`src/rtl/rtc_bus_pkg.sv`:
```
// rtc_bus_pkg
// Shared definitions for the RTC multiplexed-bus sequencer:
//   - FSM state encoding for the bus transaction sequence
//   - idle levels of the RTC pins
//   - per-state pin pattern (pins_t) and the helper that produces it
//   - RTC register addresses, shared with the user-control block
package rtc_bus_pkg;

    typedef enum logic [2:0] {
        ST_IDLE        = 3'd0,
        ST_ADDR_SETUP  = 3'd1,
        ST_ADDR_STROBE = 3'd2,
        ST_ADDR_HOLD   = 3'd3,
        ST_DATA_SETUP  = 3'd4,
        ST_DATA_STROBE = 3'd5,
        ST_DATA_HOLD   = 3'd6,
        ST_DONE        = 3'd7
    } state_t;

    // Pin levels while no transaction is running
    localparam logic PIN_CS_IDLE = 1'b1;
    localparam logic PIN_AD_IDLE = 1'b1;
    localparam logic PIN_RD_IDLE = 1'b1;
    localparam logic PIN_WR_IDLE = 1'b1;
    localparam logic PIN_OE_IDLE = 1'b0;

    // RTC register addresses
    localparam logic [7:0] RTC_ADDR_80 = 8'h80;
    localparam logic [7:0] RTC_ADDR_32 = 8'h32;
    localparam logic [7:0] RTC_ADDR_33 = 8'h33;
    localparam logic [7:0] RTC_ADDR_34 = 8'h34;
    localparam logic [7:0] RTC_ADDR_35 = 8'h35;
    localparam logic [7:0] RTC_ADDR_36 = 8'h36;
    localparam logic [7:0] RTC_ADDR_38 = 8'h38;
    localparam logic [7:0] RTC_ADDR_49 = 8'h49;
    localparam logic [7:0] RTC_ADDR_50 = 8'h50;
    localparam logic [7:0] RTC_ADDR_51 = 8'h51;
    localparam logic [7:0] RTC_ADDR_52 = 8'h52;
    localparam logic [7:0] RTC_ADDR_65 = 8'h65;
    localparam logic [7:0] RTC_ADDR_67 = 8'h67;

    // Pin pattern for one state; sel_addr/sel_data choose what ad_out drives
    typedef struct packed {
        logic cs_n;
        logic ad_n;
        logic rd_n;
        logic wr_n;
        logic oe;
        logic sel_addr;
        logic sel_data;
        logic fin;
    } pins_t;

    // Pin pattern to present while the FSM sits in state s
    function automatic pins_t pins_for(input state_t s, input logic is_read);
        pins_t p;
        p.cs_n     = PIN_CS_IDLE;
        p.ad_n     = PIN_AD_IDLE;
        p.rd_n     = PIN_RD_IDLE;
        p.wr_n     = PIN_WR_IDLE;
        p.oe       = PIN_OE_IDLE;
        p.sel_addr = 1'b0;
        p.sel_data = 1'b0;
        p.fin      = 1'b0;
        case (s)
            ST_IDLE: begin
                p.fin = 1'b0;
            end
            ST_ADDR_SETUP, ST_ADDR_HOLD: begin
                p.cs_n     = 1'b0;
                p.ad_n     = 1'b0;
                p.oe       = 1'b1;
                p.sel_addr = 1'b1;
            end
            ST_ADDR_STROBE: begin
                // The RTC latches the address on WR_n for reads as well
                p.cs_n     = 1'b0;
                p.ad_n     = 1'b0;
                p.wr_n     = 1'b0;
                p.oe       = 1'b1;
                p.sel_addr = 1'b1;
            end
            ST_DATA_SETUP, ST_DATA_HOLD: begin
                p.cs_n     = 1'b0;
                p.oe       = ~is_read;
                p.sel_data = ~is_read;
            end
            ST_DATA_STROBE: begin
                p.cs_n     = 1'b0;
                p.oe       = ~is_read;
                p.sel_data = ~is_read;
                p.rd_n     = ~is_read;
                p.wr_n     = is_read;
            end
            ST_DONE: begin
                p.fin = 1'b1;
            end
            default: begin
                p.fin = 1'b0;
            end
        endcase
        return p;
    endfunction

endpackage

```
`src/rtl/rtc_bus_sequencer_timer.sv`:
```
// rtc_phase_timer
// Loadable down-counter that times each bus phase. It counts down from the
// loaded value to zero and then holds at zero; done is high at zero.
// Ports:
//   CLK   - system clock
//   reset - synchronous, active-high reset (counter to zero)
//   load  - reload the counter with T_PHASE-1 (asserted on each state entry)
//   done  - counter is at zero: the current phase ends on this clock edge
module rtc_phase_timer
    import rtc_bus_pkg::*;
#(
    parameter int T_PHASE = 4
) (
    input  logic CLK,
    input  logic reset,
    input  logic load,
    output logic done
);

    localparam int CW = $clog2(T_PHASE) + 1;
    localparam logic [CW-1:0] LOAD_VAL = CW'(T_PHASE - 1);
    localparam logic [CW-1:0] ONE      = CW'(1);

    logic [CW-1:0] count_r;

    // Phase counter: reload on state entry, otherwise count down and stop at zero
    always_ff @(posedge CLK) begin
        if (reset) begin
            count_r <= '0;
        end else if (load) begin
            count_r <= LOAD_VAL;
        end else if (count_r != '0) begin
            count_r <= count_r - ONE;
        end else begin
            count_r <= count_r;
        end
    end

    assign done = (count_r == '0);

endmodule

```
`src/rtl/rtc_bus_sequencer.sv`:
```
// rtc_bus_sequencer
// Runs one single-register read or write on the multiplexed 8-bit
// address/data bus of the external RTC: address phase (setup, WR_n strobe,
// hold) then data phase (setup, RD_n or WR_n strobe, hold), then a one-cycle
// DONE with fin. Every phase lasts T_PHASE clocks. All outputs are registered.
// Ports:
//   CLK, reset          - clock and synchronous active-high reset
//   escritura, read     - level requests sampled in IDLE (write has priority)
//   ADD2, Dato_in       - register address / write data, latched at request
//   fin, busy           - completion pulse / transaction in progress
//   Dato_out            - last byte read, kept until the next completed read
//   CS_n, AD_n, RD_n, WR_n - RTC strobes (AD_n: 0 = address, 1 = data)
//   ad_out, ad_oe, ad_in - bus drive value, drive enable, sampled bus value
module rtc_bus_sequencer
    import rtc_bus_pkg::*;
#(
    parameter int T_PHASE = 4
) (
    input  logic       CLK,
    input  logic       reset,
    input  logic       escritura,
    input  logic       read,
    input  logic [7:0] ADD2,
    input  logic [7:0] Dato_in,
    output logic       fin,
    output logic       busy,
    output logic [7:0] Dato_out,
    output logic       CS_n,
    output logic       AD_n,
    output logic       RD_n,
    output logic       WR_n,
    output logic [7:0] ad_out,
    output logic       ad_oe,
    input  logic [7:0] ad_in
);

    state_t     state_r;
    state_t     nxt_s;
    logic       t_done_s;
    logic       load_s;
    logic       req_s;
    logic       is_read_r;
    logic [7:0] addr_r;
    logic [7:0] data_r;
    logic [7:0] cap_r;
    logic       nxt_read_s;
    logic [7:0] nxt_addr_s;
    logic [7:0] nxt_data_s;
    pins_t      np_s;

    assign req_s = escritura | read;

    rtc_phase_timer #(.T_PHASE(T_PHASE)) u_timer (
        .CLK   (CLK),
        .reset (reset),
        .load  (load_s),
        .done  (t_done_s)
    );

    // Next-state logic: each bus phase advances when the phase timer expires
    always_comb begin
        nxt_s = state_r;
        case (state_r)
            ST_IDLE:        nxt_s = req_s    ? ST_ADDR_SETUP  : ST_IDLE;
            ST_ADDR_SETUP:  nxt_s = t_done_s ? ST_ADDR_STROBE : ST_ADDR_SETUP;
            ST_ADDR_STROBE: nxt_s = t_done_s ? ST_ADDR_HOLD   : ST_ADDR_STROBE;
            ST_ADDR_HOLD:   nxt_s = t_done_s ? ST_DATA_SETUP  : ST_ADDR_HOLD;
            ST_DATA_SETUP:  nxt_s = t_done_s ? ST_DATA_STROBE : ST_DATA_SETUP;
            ST_DATA_STROBE: nxt_s = t_done_s ? ST_DATA_HOLD   : ST_DATA_STROBE;
            ST_DATA_HOLD:   nxt_s = t_done_s ? ST_DONE        : ST_DATA_HOLD;
            ST_DONE:        nxt_s = ST_IDLE;
            default:        nxt_s = ST_IDLE;
        endcase
    end

    // Outputs are registered from the state being entered, so pins line up
    // with the state itself; in IDLE the request inputs are used directly
    // because they are latched on this same edge.
    always_comb begin
        load_s     = (nxt_s != state_r);
        nxt_read_s = is_read_r;
        nxt_addr_s = addr_r;
        nxt_data_s = data_r;
        if (state_r == ST_IDLE) begin
            nxt_read_s = read & ~escritura;
            nxt_addr_s = ADD2;
            nxt_data_s = Dato_in;
        end else begin
            nxt_read_s = is_read_r;
        end
        np_s = pins_for(nxt_s, nxt_read_s);
    end

    // Transaction FSM: state, request latches, read capture and pin registers
    always_ff @(posedge CLK) begin
        if (reset) begin
            state_r   <= ST_IDLE;
            is_read_r <= 1'b0;
            addr_r    <= 8'h00;
            data_r    <= 8'h00;
            cap_r     <= 8'h00;
            Dato_out  <= 8'h00;
            CS_n      <= PIN_CS_IDLE;
            AD_n      <= PIN_AD_IDLE;
            RD_n      <= PIN_RD_IDLE;
            WR_n      <= PIN_WR_IDLE;
            ad_oe     <= PIN_OE_IDLE;
            ad_out    <= 8'h00;
            fin       <= 1'b0;
            busy      <= 1'b0;
        end else begin
            state_r <= nxt_s;
            if ((state_r == ST_IDLE) && req_s) begin
                is_read_r <= nxt_read_s;
                addr_r    <= ADD2;
                data_r    <= Dato_in;
            end
            // Bus is sampled on the last cycle of the read strobe
            if ((state_r == ST_DATA_STROBE) && t_done_s && is_read_r) begin
                cap_r <= ad_in;
            end
            // Publish the read byte together with fin
            if ((state_r == ST_DATA_HOLD) && t_done_s && is_read_r) begin
                Dato_out <= cap_r;
            end
            CS_n   <= np_s.cs_n;
            AD_n   <= np_s.ad_n;
            RD_n   <= np_s.rd_n;
            WR_n   <= np_s.wr_n;
            ad_oe  <= np_s.oe;
            fin    <= np_s.fin;
            busy   <= (nxt_s != ST_IDLE);
            ad_out <= np_s.sel_addr ? nxt_addr_s :
                      (np_s.sel_data ? nxt_data_s : 8'h00);
        end
    end

endmodule

```
`config.mk`:
```
export PLATFORM = sky130hd
export DESIGN_NAME = rtc_bus_sequencer
export DESIGN_NICKNAME = d
export VERILOG_FILES = /design/src/rtl/rtc_bus_pkg.sv /design/src/rtl/rtc_bus_sequencer_timer.sv /design/src/rtl/rtc_bus_sequencer.sv
export SDC_FILE = /design/constraint.sdc
export NUM_CORES = 1
export LEC_CHECK = 0
export ABC_CLOCK_PERIOD_IN_PS = 4900
export CORE_MARGIN = 2
export CORE_UTILIZATION = 54
export DETAILED_ROUTE_END_ITERATION = 16
export GPL_ROUTABILITY_DRIVEN = 0
export PLACE_DENSITY = 0.87
export SYNTH_ARGS = -nofsm -noshare
export SYNTH_HDL_FRONTEND = slang
export SYNTH_HIERARCHICAL = 1
export SYNTH_SLANG_ARGS = --single-unit
export TNS_END_PERCENT = 10
```
`constraint.sdc`:
```
create_clock -name CLK -period 4.9 [get_ports CLK]
set_input_delay 1.47 -clock CLK [delete_from_list [all_inputs] [get_ports CLK]]
set_output_delay 1.47 -clock CLK [all_outputs]
set_load 0.01 [all_outputs]
```
== After elaboration in Yosys (flattened, before gate mapping) ==
Index checks and enable logic that the tools add are counted.
Cells by class
  bitwise logic cells: 5
  muxes and demuxes: 22
  equal/unequal tests: 15
  add/subtract/negate cells: 1
  reductions and logical operators: 15
Operators with widths (count)
  $mux W8: 4
  $eq A3 B3 Y1 const B: 8
  $pmux W3 S8: 1
  $eq A3 B2 Y1 const B: 4
  $mux W1: 10
  $mux W2: 4
  $eq A3 B1 Y1 const B: 2
  $logic_not A3 Y1: 2
  $reduce_bool A3 Y1: 2
  $reduce_or A3 Y1: 2
  $reduce_or A6 Y1: 1
  $logic_and A1 B1 Y1: 5
  $pmux W1 S2: 2
  $reduce_or A2 Y1: 2
  $mux W3: 1
  $ne A3 B3 Y1: 1
  $not A1 Y1: 3
  $sub A3 B1 Y3 const B: 1
  $reduce_bool A2 Y1: 1
  $and A1 B1 Y1: 1
  $or A1 B1 Y1: 1
Storage, ports and cells
  bits of input ports: 28
  word-level logic and storage cells: 74
  output and inout port bits: 23
  register bits: 54

== Logic depth before layout (Yosys ltp) ==
  depth in word-level cells: 8
  mapped depth: 10

== Modules after synthesis ==
Netlist, hierarchy kept.
Modules (own cells, without submodules)
  rtc_bus_sequencer: area an instance 2128.3 µm², instances 1, cells an instance 218
  rtc_phase_timer: area an instance 175.2 µm², instances 1, cells an instance 18

== Least setup slack after synthesis ==
No wires, ideal clock.
  kind: input port to flip-flop
  start: input read
  end: register u_timer.count_r[0]
  setup time: 129 ps
  setup slack: 2354 ps
  cell stages on the path: 6
  buffers on the path: 1
  required time: 4771 ps
  data arrival time: 2417 ps
  path through: o21ai_1 -> buf_2 -> a21oi_1 -> o22a_1 -> nor4b_1 -> a211oi_1
On the way
  longest elaborated chain between the ends: 5
  elaborated cells between the ends (all ways): 6
  classes of those cells: eq/ne: 1; mux: 3; bitwise: 1; reduce/logical: 1
Ends and longest elaborated chain
  from (decl): RTL line rtc_bus_sequencer.sv:22  | input logic read,
  $or A1 B1 Y1 *: RTL line rtc_bus_sequencer.sv:51  | assign req_s = escritura | read;
  $mux W1 *: RTL line rtc_bus_sequencer.sv:64  | ST_IDLE: nxt_s = req_s ? ST_ADDR_SETUP : ST_IDLE;
  $pmux W3 S8 *: RTL line rtc_bus_sequencer.sv:63  | case (state_r)
  $ne A3 B3 Y1 *: RTL line rtc_bus_sequencer.sv:80  | load_s = (nxt_s != state_r);
  net load_s: RTL line rtc_bus_sequencer.sv:40  | logic load_s;
  $mux W2 or $reduce_bool A2 Y1 (tied branches)
  to (signal assigned): RTL line rtc_bus_sequencer_timer.sv:33  | count_r <= count_r - ONE;
  to (signal assigned): RTL line rtc_bus_sequencer_timer.sv:35  | count_r <= count_r;
  to (decl): RTL line rtc_bus_sequencer_timer.sv:24  | logic [CW-1:0] count_r;
Mark *: on every way through the listed nets, which the timed path passes. The rest lies on a longest branch.
A chain may end at the register's enable or synchronous reset.

== Worst setup path in the final report ==
Ends and elaborated chain as after synthesis.

==> results.txt <==
status = complete, no violations
Max Clk Rate = 0.3323 GHz
sequential area share after synthesis = 46.93%
DR vias/cell = 5.416
Fin Setup TNS = 0 ps
crit path cell chain = clkdlybuf4s50_1 > o21ai_1 > buf_4 > a21oi_1 > o22a_1 > nor4b_1 > a211oi_1
first-pass GRT wire length = 8217 um
worst hold slack = 456.2 ps
vias in the first global route = 1796
clock slew at reported path FFs = 90 ps
Detail Route Antenna Nets = 0
Critical-path top delay cell = clkdlybuf4s50_1
num rows = 23
Worst path max stage delay = 490 ps
crit path kind = in2reg
reg2reg setup slack = 2460 ps
cts hold-fix bufs = 0
Synth Warn # = 6
drt first pass iters = 4
crit path buf inv count = 2
Pleak = 1.219 nW
largest fanout on the critical path = 20
Max VDD drop = 239.0 uV
main combinational cell family by area after synthesis = simple AND/OR/NAND/NOR gates
Die Area = 4804 um2
Layout area overhead = 25.48%
total of fill cells in the finished design = 293
total gr overflow = 0
Post CTS Setup Buffer Count = 0
skew final = 3.136 ps
Synth Area in Simple Gates = 19.39%
fin. max-slew vios = 0
Hold/Removal Path Class = reg2reg
startpoint types = input pin
XOR/XNOR share of the synthesized area = 0.3802%
# Max-Cap Violations = 0
Worst EP required = 5070 ps
worst-margin pin slew = 695.3 ps
Worst path depth = 7
CTS tree = built
Slew headroom = 53.58%
final design utilization = 71.23%
syn avg cell area = 9.760 um2
initial drt markers = 103
cell area after synthesis = 2303 um2
Final Cycle Share = 61.41%
largest net degree at the start of global routing = 44
Post-DP Area = 2799 um2
clock sinks = 54
core area = 4058 um2
Die Wd = 69.31 um
Critical Path Sink Type = register
Detailed Route WL = 4750 um
most frequent cells in the layout = 54 x dfxtp_1, 50 x clkdlybuf4s50_1, 37 x nand2_1
Unique masters post-synth = 44
CTS Buf Count = 5
commonest non-fill, non-tap cell in the layout = dfxtp_1
CP top delay family = buffers and inverters
final hold violations = 0
minimum clock period = 3009 ps
PwrDens = 458.3 nW/um2
syn nets = 266
Finish-stage setup viols = 0
initial antenna violation count = 0
drt drc = 0
reg2reg end = u_timer/count_r[0]
RSZ-0062 raised after global routing = false
critical path endpoint = u_timer/count_r[0]
Post-Syn Instances = 236
Clock Path Buffers = 2
initial core utilization = 56.77%
DR vias = 1809
share of cells above drive strength 1 = 7.746%
critical path arrival = 3180 ps
multiplexer share of the synthesized area = 15.10%
worst reg2reg path depth = 8
Synth Flop Type = dfxtp_1
Wirelength per Cell = 14.22 um
placed instance count = 326
HP Start = addr_r[6]
Root Driver = clkbuf_8
r2r startpoint = state_r[2]
Adder-Cell Fraction of Synth Area = 1.086%
Cell Count, Final, Fillers Out = 334
Synth Area in Compound Gates = 12.22%
I/O pins = 51
Skew-Pair Late Insertion Delay = 300 ps
fraction of registers with async set/reset = 0%
number of diodes = 0
design area = 2890 um2
Nets = 313
GRT Total Usage = 21.19%
CP Launch Point = read
post_cts resized = 0
# port buffers = 50
Seq cells post-synth = 54
htree depth = 2
DP HPWL = 3154 um
number of synthesized flops with an enable pin = 0
Die Ht = 69.31 um
[sequential cells by signal, indices dropped and copies added (netlist names), 3 cells and up]
signal           flops
ad_out               8
u_timer/count_r      3
addr_r               8
cap_r                8
data_r               8
state_r              3
Dato_out             8
[per-stage QoR]
step           worst slack (ps)  total power [mW]
2_1_floorplan              2354            0.9699
3_3_place_gp               1713             1.068
3_5_place_dp               1604             1.078
4_1_cts                    1918             1.332
5_1_grt                    1759             1.412
6_report                   1891             1.325
[worst register-to-register path: stages (launching register included)]
cell and delay, ps:
dfxtp_1 780, nor3_4 90, buf_4 270, o21ai_1 120, buf_4 250, a21oi_1 100
o22a_1 260, nor4b_1 340, a211oi_1 100
[cell families after synthesis]
kind of cell | Yosys count
flip-flops | 54
AND/OR/NAND/NOR | 84
XOR/XNOR | 1
multiplexers | 33
adder cells (fa/ha/maj) | 2
buffers and inverters | 19
AO/OA/AOI/OAI | 43
[synth_stat cells, drive strengths merged (2+ instances only)]
cell    number  area, um2
buf          8      71.32
a211oi       3      32.53
nand3        3      15.01
nor3         3      31.28
nand2       37      138.9
o22ai        8      50.05
a21oi       22      113.9
mux2i       31      310.3
nor2        23      102.6
nor2b        4      32.53
ha           2      25.02
o21ai        5      25.02
clkbuf       5      18.77
nand2b       3      18.77
inv          6      22.52
dfxtp       54       1081
nand3b       2      27.53
nor4b        2      17.52
[final cells by class]
type	instances	area, um2	share of cell area [%]
tap	50	62.56	2.165
clock inverter	1	5.005	0.1732
multi-input combinational	163	1110	38.40
sequential	54	1081	37.40
inverter	6	22.52	0.7792
clock buffer	7	86.33	2.987
timing repair buffer	53	523.0	18.10
[layer usage]
metal | GRT usage [%] | up-vias | share of wire (%) | wire length, um
met1 | 26.93 | 855 | 43 | 2052
met5 | 0 | - | 0 | 0
li1 | - | 905 | - | -
met3 | 3.488 | 8 | 3.6 | 169
met2 | 35.47 | 41 | 51 | 2445
met4 | 9.150 | 0 | 1.7 | 82
[worst min-delay path by stage]
stage	end	slack (ps)	depth (start not counted)
floorplan	addr_r[6]	430	2
global placement	addr_r[6]	440	2
detailed placement	addr_r[6]	450	2
CTS	addr_r[6]	460	2
global route	data_r[2]	480	2
finish	addr_r[6]	460	2
[report_power, final]
part	switching, mW	total (mW)	internal [mW]
Clock	0.134	0.248	0.114
Combinational	0.267	0.503	0.236
Sequential	0.0610	0.574	0.513
No activity file was read; power rests on OpenSTA's default activity.
==> edit 1: new RTL, config.mk and constraints unchanged <==
`T_PHASE` is set to 4 in 2 places; all go to 16.
--- a/src/rtl/rtc_bus_sequencer_timer.sv
+++ b/src/rtl/rtc_bus_sequencer_timer.sv
@@ -9,7 +9,7 @@
 module rtc_phase_timer
     import rtc_bus_pkg::*;
 #(
-    parameter int T_PHASE = 4
+    parameter int T_PHASE = 16
 ) (
     input  logic CLK,
     input  logic reset,
--- a/src/rtl/rtc_bus_sequencer.sv
+++ b/src/rtl/rtc_bus_sequencer.sv
@@ -14,7 +14,7 @@
 module rtc_bus_sequencer
     import rtc_bus_pkg::*;
 #(
-    parameter int T_PHASE = 4
+    parameter int T_PHASE = 16
 ) (
     input  logic       CLK,
     input  logic       reset,
Formal check against the unedited RTL: not equivalent (a bounded check fails within 10 cycles, from zero or initial values and one cycle with reset high).
==> edit 1 against the original RTL <==
- sequential cell count up 2
- combinational power down 9.3%
- largest power group unchanged
- wire length down 3.4%
- area after synthesis up 4.0%
- power down 2.7%
- critical endpoint is now u_timer/count_r[1]
- setup slack better by 0.11 ns
- design area up 3.3%
- fmax up 3.8%
==> edit 1: results (changes against the original RTL) <==
metric,value,unit,change
outcome,"finished, final reports clean",,
final WL,4.59,mm,-3.4%
slew of the pin with the lowest slew margin,0.818,ns,+0.123 ns
"slowest stage delay, CP",0.56,ns,+0.07 ns
CTS root buffer,clkbuf_8,,
worst ir drop on vdd,0.000243,V,+1.8%
Worst EP arrival,3.11,ns,-0.07 ns
htree depth,2,,unchanged
port bufs,50,,unchanged
largest net degree at the start of global routing,46,,+4.5%
P_leak,1.26,nW,+3.0%
setup slack at placement,1.73,ns,+0.126 ns
All-Layer GR Usage,19.0,%,-2.2 points
hold path start,data_r[6],,
fraction of layout instances using a drive strength above 1,7.53,%,-0.21 points
DR vias/cell,5.38,,-0.76%
detailed router's first-iteration violation count,111,,+7.8%
CP Launch Point,read,,
Nets,322,,+2.9%
syn_nets,275,,+3.4%
clk_skew,0.00658,ns,+0.00345 ns
synth top area cells,"dfxtp_1, mux2i_1, nand2_1",,
reg2reg start,u_timer/count_r[0],,
DP Wirelength,3.10,mm,-1.8%
synth cell count leaders,"dfxtp_1, nand2_1, mux2i_1",,
post-synthesis sequential area ratio,46.8,%,-0.14 points
antenna diode count,0,,unchanged
Yosys cell types,45,,+2.3%
first-pass GRT wire length,7.57,mm,-7.9%
vias in the first global route,1715,,-4.5%
-- edit 1: metal layers --
layer  global-route usage [%]  share of wire [%]  vias to the layer above
met4                     7.13                1.4                        0
met5                        0                  0                        -
met3                     4.70                5.1                        5
li1                         -                  -                      943
met2                     31.4                 48                       45
met1                     24.2                 45                      856
-- edit 1: area by class of cell --
cell class / instances / area [µm²]
multi-input combinational: 170 / 1160
sequential: 56 / 1120
timing repair buffer: 53 / 523
clock buffer: 6 / 82.6
tap: 52 / 65.1
fill: 351 / 1340
inverter: 6 / 22.5
clock inverter: 1 / 8.76
-- edit 1: stage by stage --
step                      instance area [µm²]  total power, mW  util [%]  instances  hold slack, ns
final                                    2990             1.29      69.0        344           0.455
after global routing                     2990             1.37      69.0        344           0.470
after CTS                                2990             1.30      69.0        344           0.459
after detailed placement                 2890             1.04      66.9        337           0.445
after global placement                   2890             1.03      66.9        337           0.437
after floorplan                          2400            0.943         -        245           0.432
-- edit 1: report_power, final --
group | total, mW | switching, mW | internal [mW]
registers | 0.581 | 0.0580 | 0.523
logic | 0.456 | 0.236 | 0.220
clock network | 0.252 | 0.139 | 0.113
-- edit 1: cells by family after synthesis --
family	Yosys count	share of synthesized area, %
and+or+nand+nor	87	19.7
adders and majority gates	2	1.04
muxes	34	14.9
DFF	56	46.8
AOI/OAI and AO/OA	45	12.1
buffers and inverters	19	4.70
xor gates and xnor gates	2	0.731
-- edit 1: critical path, delay by kind of cell --
kind,cells,cell delay [ns]
AO/OA/AOI/OAI,4,0.73
buffers and inverters,3,0.89
-- edit 1: final timing paths --
check	endpoint	slack [ns]	cells past startpoint
worst max-delay path	u_timer/count_r[1]	2.00	7
worst max register to register	ad_out[1]	2.52	7
worst min register to register	data_r[6]	0.46	2
worst min-delay path	data_r[6]	0.46	2
==> edit 2: new RTL, same settings <==
Made on the original files. Register the inputs `escritura`, `read`, `ADD2`, `Dato_in` and `ad_in` before use, without a reset. The logic sees them one clock later. Comments in the files are not updated.
--- a/src/rtl/rtc_bus_sequencer.sv
+++ b/src/rtl/rtc_bus_sequencer.sv
@@ -34,6 +34,20 @@
     input  logic [7:0] ad_in
 );
 
+    logic escritura_q;
+    logic read_q;
+    logic [7:0] ADD2_q;
+    logic [7:0] Dato_q;
+    logic [7:0] ad_q;
+
+    always_ff @(posedge CLK) begin
+        escritura_q <= escritura;
+        read_q      <= read;
+        ADD2_q      <= ADD2;
+        Dato_q      <= Dato_in;
+        ad_q        <= ad_in;
+    end
+
     state_t     state_r;
     state_t     nxt_s;
     logic       t_done_s;
@@ -48,7 +62,7 @@
     logic [7:0] nxt_data_s;
     pins_t      np_s;
 
-    assign req_s = escritura | read;
+    assign req_s = escritura_q | read_q;
 
     rtc_phase_timer #(.T_PHASE(T_PHASE)) u_timer (
         .CLK   (CLK),
@@ -82,9 +96,9 @@
         nxt_addr_s = addr_r;
         nxt_data_s = data_r;
         if (state_r == ST_IDLE) begin
-            nxt_read_s = read & ~escritura;
-            nxt_addr_s = ADD2;
-            nxt_data_s = Dato_in;
+            nxt_read_s = read_q & ~escritura_q;
+            nxt_addr_s = ADD2_q;
+            nxt_data_s = Dato_q;
         end else begin
             nxt_read_s = is_read_r;
         end
@@ -112,12 +126,12 @@
             state_r <= nxt_s;
             if ((state_r == ST_IDLE) && req_s) begin
                 is_read_r <= nxt_read_s;
-                addr_r    <= ADD2;
-                data_r    <= Dato_in;
+                addr_r    <= ADD2_q;
+                data_r    <= Dato_q;
             end
             // Bus is sampled on the last cycle of the read strobe
             if ((state_r == ST_DATA_STROBE) && t_done_s && is_read_r) begin
-                cap_r <= ad_in;
+                cap_r <= ad_q;
             end
             // Publish the read byte together with fin
             if ((state_r == ST_DATA_HOLD) && t_done_s && is_read_r) begin
Function: changed (a bounded check fails within 4 cycles, from zero or initial values and one cycle with reset high).
==> edit 2 against the original RTL <==
- critical path depth is 3 lower
- design area is 27% higher
- sequential power rose by 39%
- global-route usage increased by 0.73 points
- clock skew increased by 0.0042 ns
- area after synthesis rose by 32%
- setup slack improved by 0.18 ns
- power grew 27%
- wire length rose by 37%
- sequential cell count is 26 higher
- largest power group unchanged
==> edit 2: results (changes against the original RTL) <==
metric,value,unit,change
Yosys cell types,47,,+6.8%
port bufs,50,,unchanged
worst hold path type,reg2reg,,
final cell count without fillers,427,,+28%
busiest grt layer,met2,,
Int Pwr,1.14,mW,+32%
All-Layer GR Usage,21.9,%,+0.73 points
vias in the first global route,2245,,+25%
slowest CP cell,clkdlybuf4s50_1,,
largest net degree at the start of global routing,32,,-27%
clock latency on the worst-skew pair,0.35,ns,+0.05 ns
"Largest delay share family, worst path",compound AO/OA/AOI/OAI gates,,
worst ir drop on vdd,0.000261,V,+9.2%
Setup TNS,0,ns,unchanged
M1 GR Usage,28.7,%,+1.8 points
antenna diode count,0,,unchanged
setup slack at placement,1.79,ns,+0.189 ns
setup bufs post-CTS,0,,unchanged
drc violations,0,,unchanged
outcome,"finished, final reports clean",,
asr flop ratio synth,0,%,unchanged
detailed router's first-iteration violation count,272,,+160%
Most used DFF post-synth,dfxtp_1,,
synth cell count leaders,"dfxtp_1, o21ai_0, a21oi_1",,
initial antenna violation count,0,,unchanged
htree depth,3,,+1
Clock Tree Buf Depth,2,,unchanged
Worst EP arrival,3.08,ns,-0.10 ns
"slowest stage delay, CP",0.71,ns,+0.22 ns
post-synthesis sequential area ratio,52.7,%,+5.8 points
Post-Place Cell Area,0.00347,mm²,+24%
Syn Inst Count,318,,+35%
Nets,380,,+21%
worst-path fanout max,14,,-30%
first-pass GRT wire length,10.6,mm,+29%
slew of the pin with the lowest slew margin,0.992,ns,+0.297 ns
DR WL/cell,15.3,µm,+7.4%
met3 Use GR,5.00,%,+1.5 points
Filler cells,452,,+54%
synth top area cells,"dfxtp_1, o21ai_0, a21oi_1",,
placed insts,411,,+26%
P_leak,1.26,nW,+3.7%
fraction of layout instances using a drive strength above 1,7.32,%,-0.42 points
DR vias/cell,5.82,,+7.5%
Resized cells post-CTS,0,,unchanged
clk slew on worst S/H paths,0.08,ns,
met2 usage,34.8,%,-0.64 points
syn_nets,348,,+31%
Yosys warning count,6,,unchanged
clk_skew,0.00739,ns,+0.00425 ns
total CTS buffers,9,,+4
CTS root buffer,clkbuf_8,,
DP Wirelength,3.97,mm,+26%
Detailed Routing Iterations Pass 1,4,,unchanged
[edit 2: cell types whose count changed in the layout (fill, tap and decap cells not counted), moves of 9 or more]
cell	change
dfxtp_1	+26
o21ai_0	+36
o21a_1	+9
a21oi_1	+15
mux2i_1	-31
nand3_1	+32
nand4b_1	+9
nand2_1	-27
nor2_1	-14
[edit 2: area by class of cell]
cell class                 instances  area, µm²  share of cell area [%]
sequential                        80       1600                    43.7
multi-input combinational        203       1250                    34.2
tap                               72       90.1                    2.46
clock inverter                     6       58.8                    1.60
clock buffer                      10        138                    3.75
timing repair buffer              51        508                    13.9
inverter                           5       18.8                   0.512
[edit 2: kinds of logic (layout without fill, tap and decap cells)]
group	after synthesis	in the layout	synth area share (%)
adders and majority gates	2	2	0.824
xor gates and xnor gates	1	1	0.288
AOI/OAI and AO/OA	112	112	23.1
DFF	80	80	52.7
buffers and inverters	35	72	6.05
and+or+nand+nor	88	88	17.1
[edit 2: worst register-to-register path: cells and delay by family (launching register included)]
| kind | cells | cell delay (ns) |
|---|---|---|
| DFF | 1 | 0.59 |
| and+or+nand+nor | 2 | 1.27 |
| AOI/OAI and AO/OA | 2 | 0.47 |
[edit 2: power groups by stage]
stage / combinational, mW / sequential (mW) / clock (mW)
5_1_grt: 0.452 / 0.804 / 0.509
3_5_place_dp: 0.400 / 0.806 / 0
3_3_place_gp: 0.387 / 0.803 / 0
6_report: 0.408 / 0.795 / 0.475
2_1_floorplan: 0.337 / 0.776 / 0
4_1_cts: 0.405 / 0.792 / 0.479
[edit 2: final timing paths]
kind | start | end | slack (ns) | cells past startpoint
hold reg to reg | ad_q[2] | cap_r[2] | 0.45 | 2
setup reg to reg | read_q | u_timer/count_r[1] | 2.47 | 4
setup / recovery | reset | ad_out[1] | 2.07 | 4
hold / removal | ad_q[2] | cap_r[2] | 0.45 | 2
[edit 2: per-layer routing]
metal	up-vias	share of wire [%]
met3	8	7.4
met1	1174	42
met2	90	49
li1	1214	-
met5	-	0
met4	0	1.2
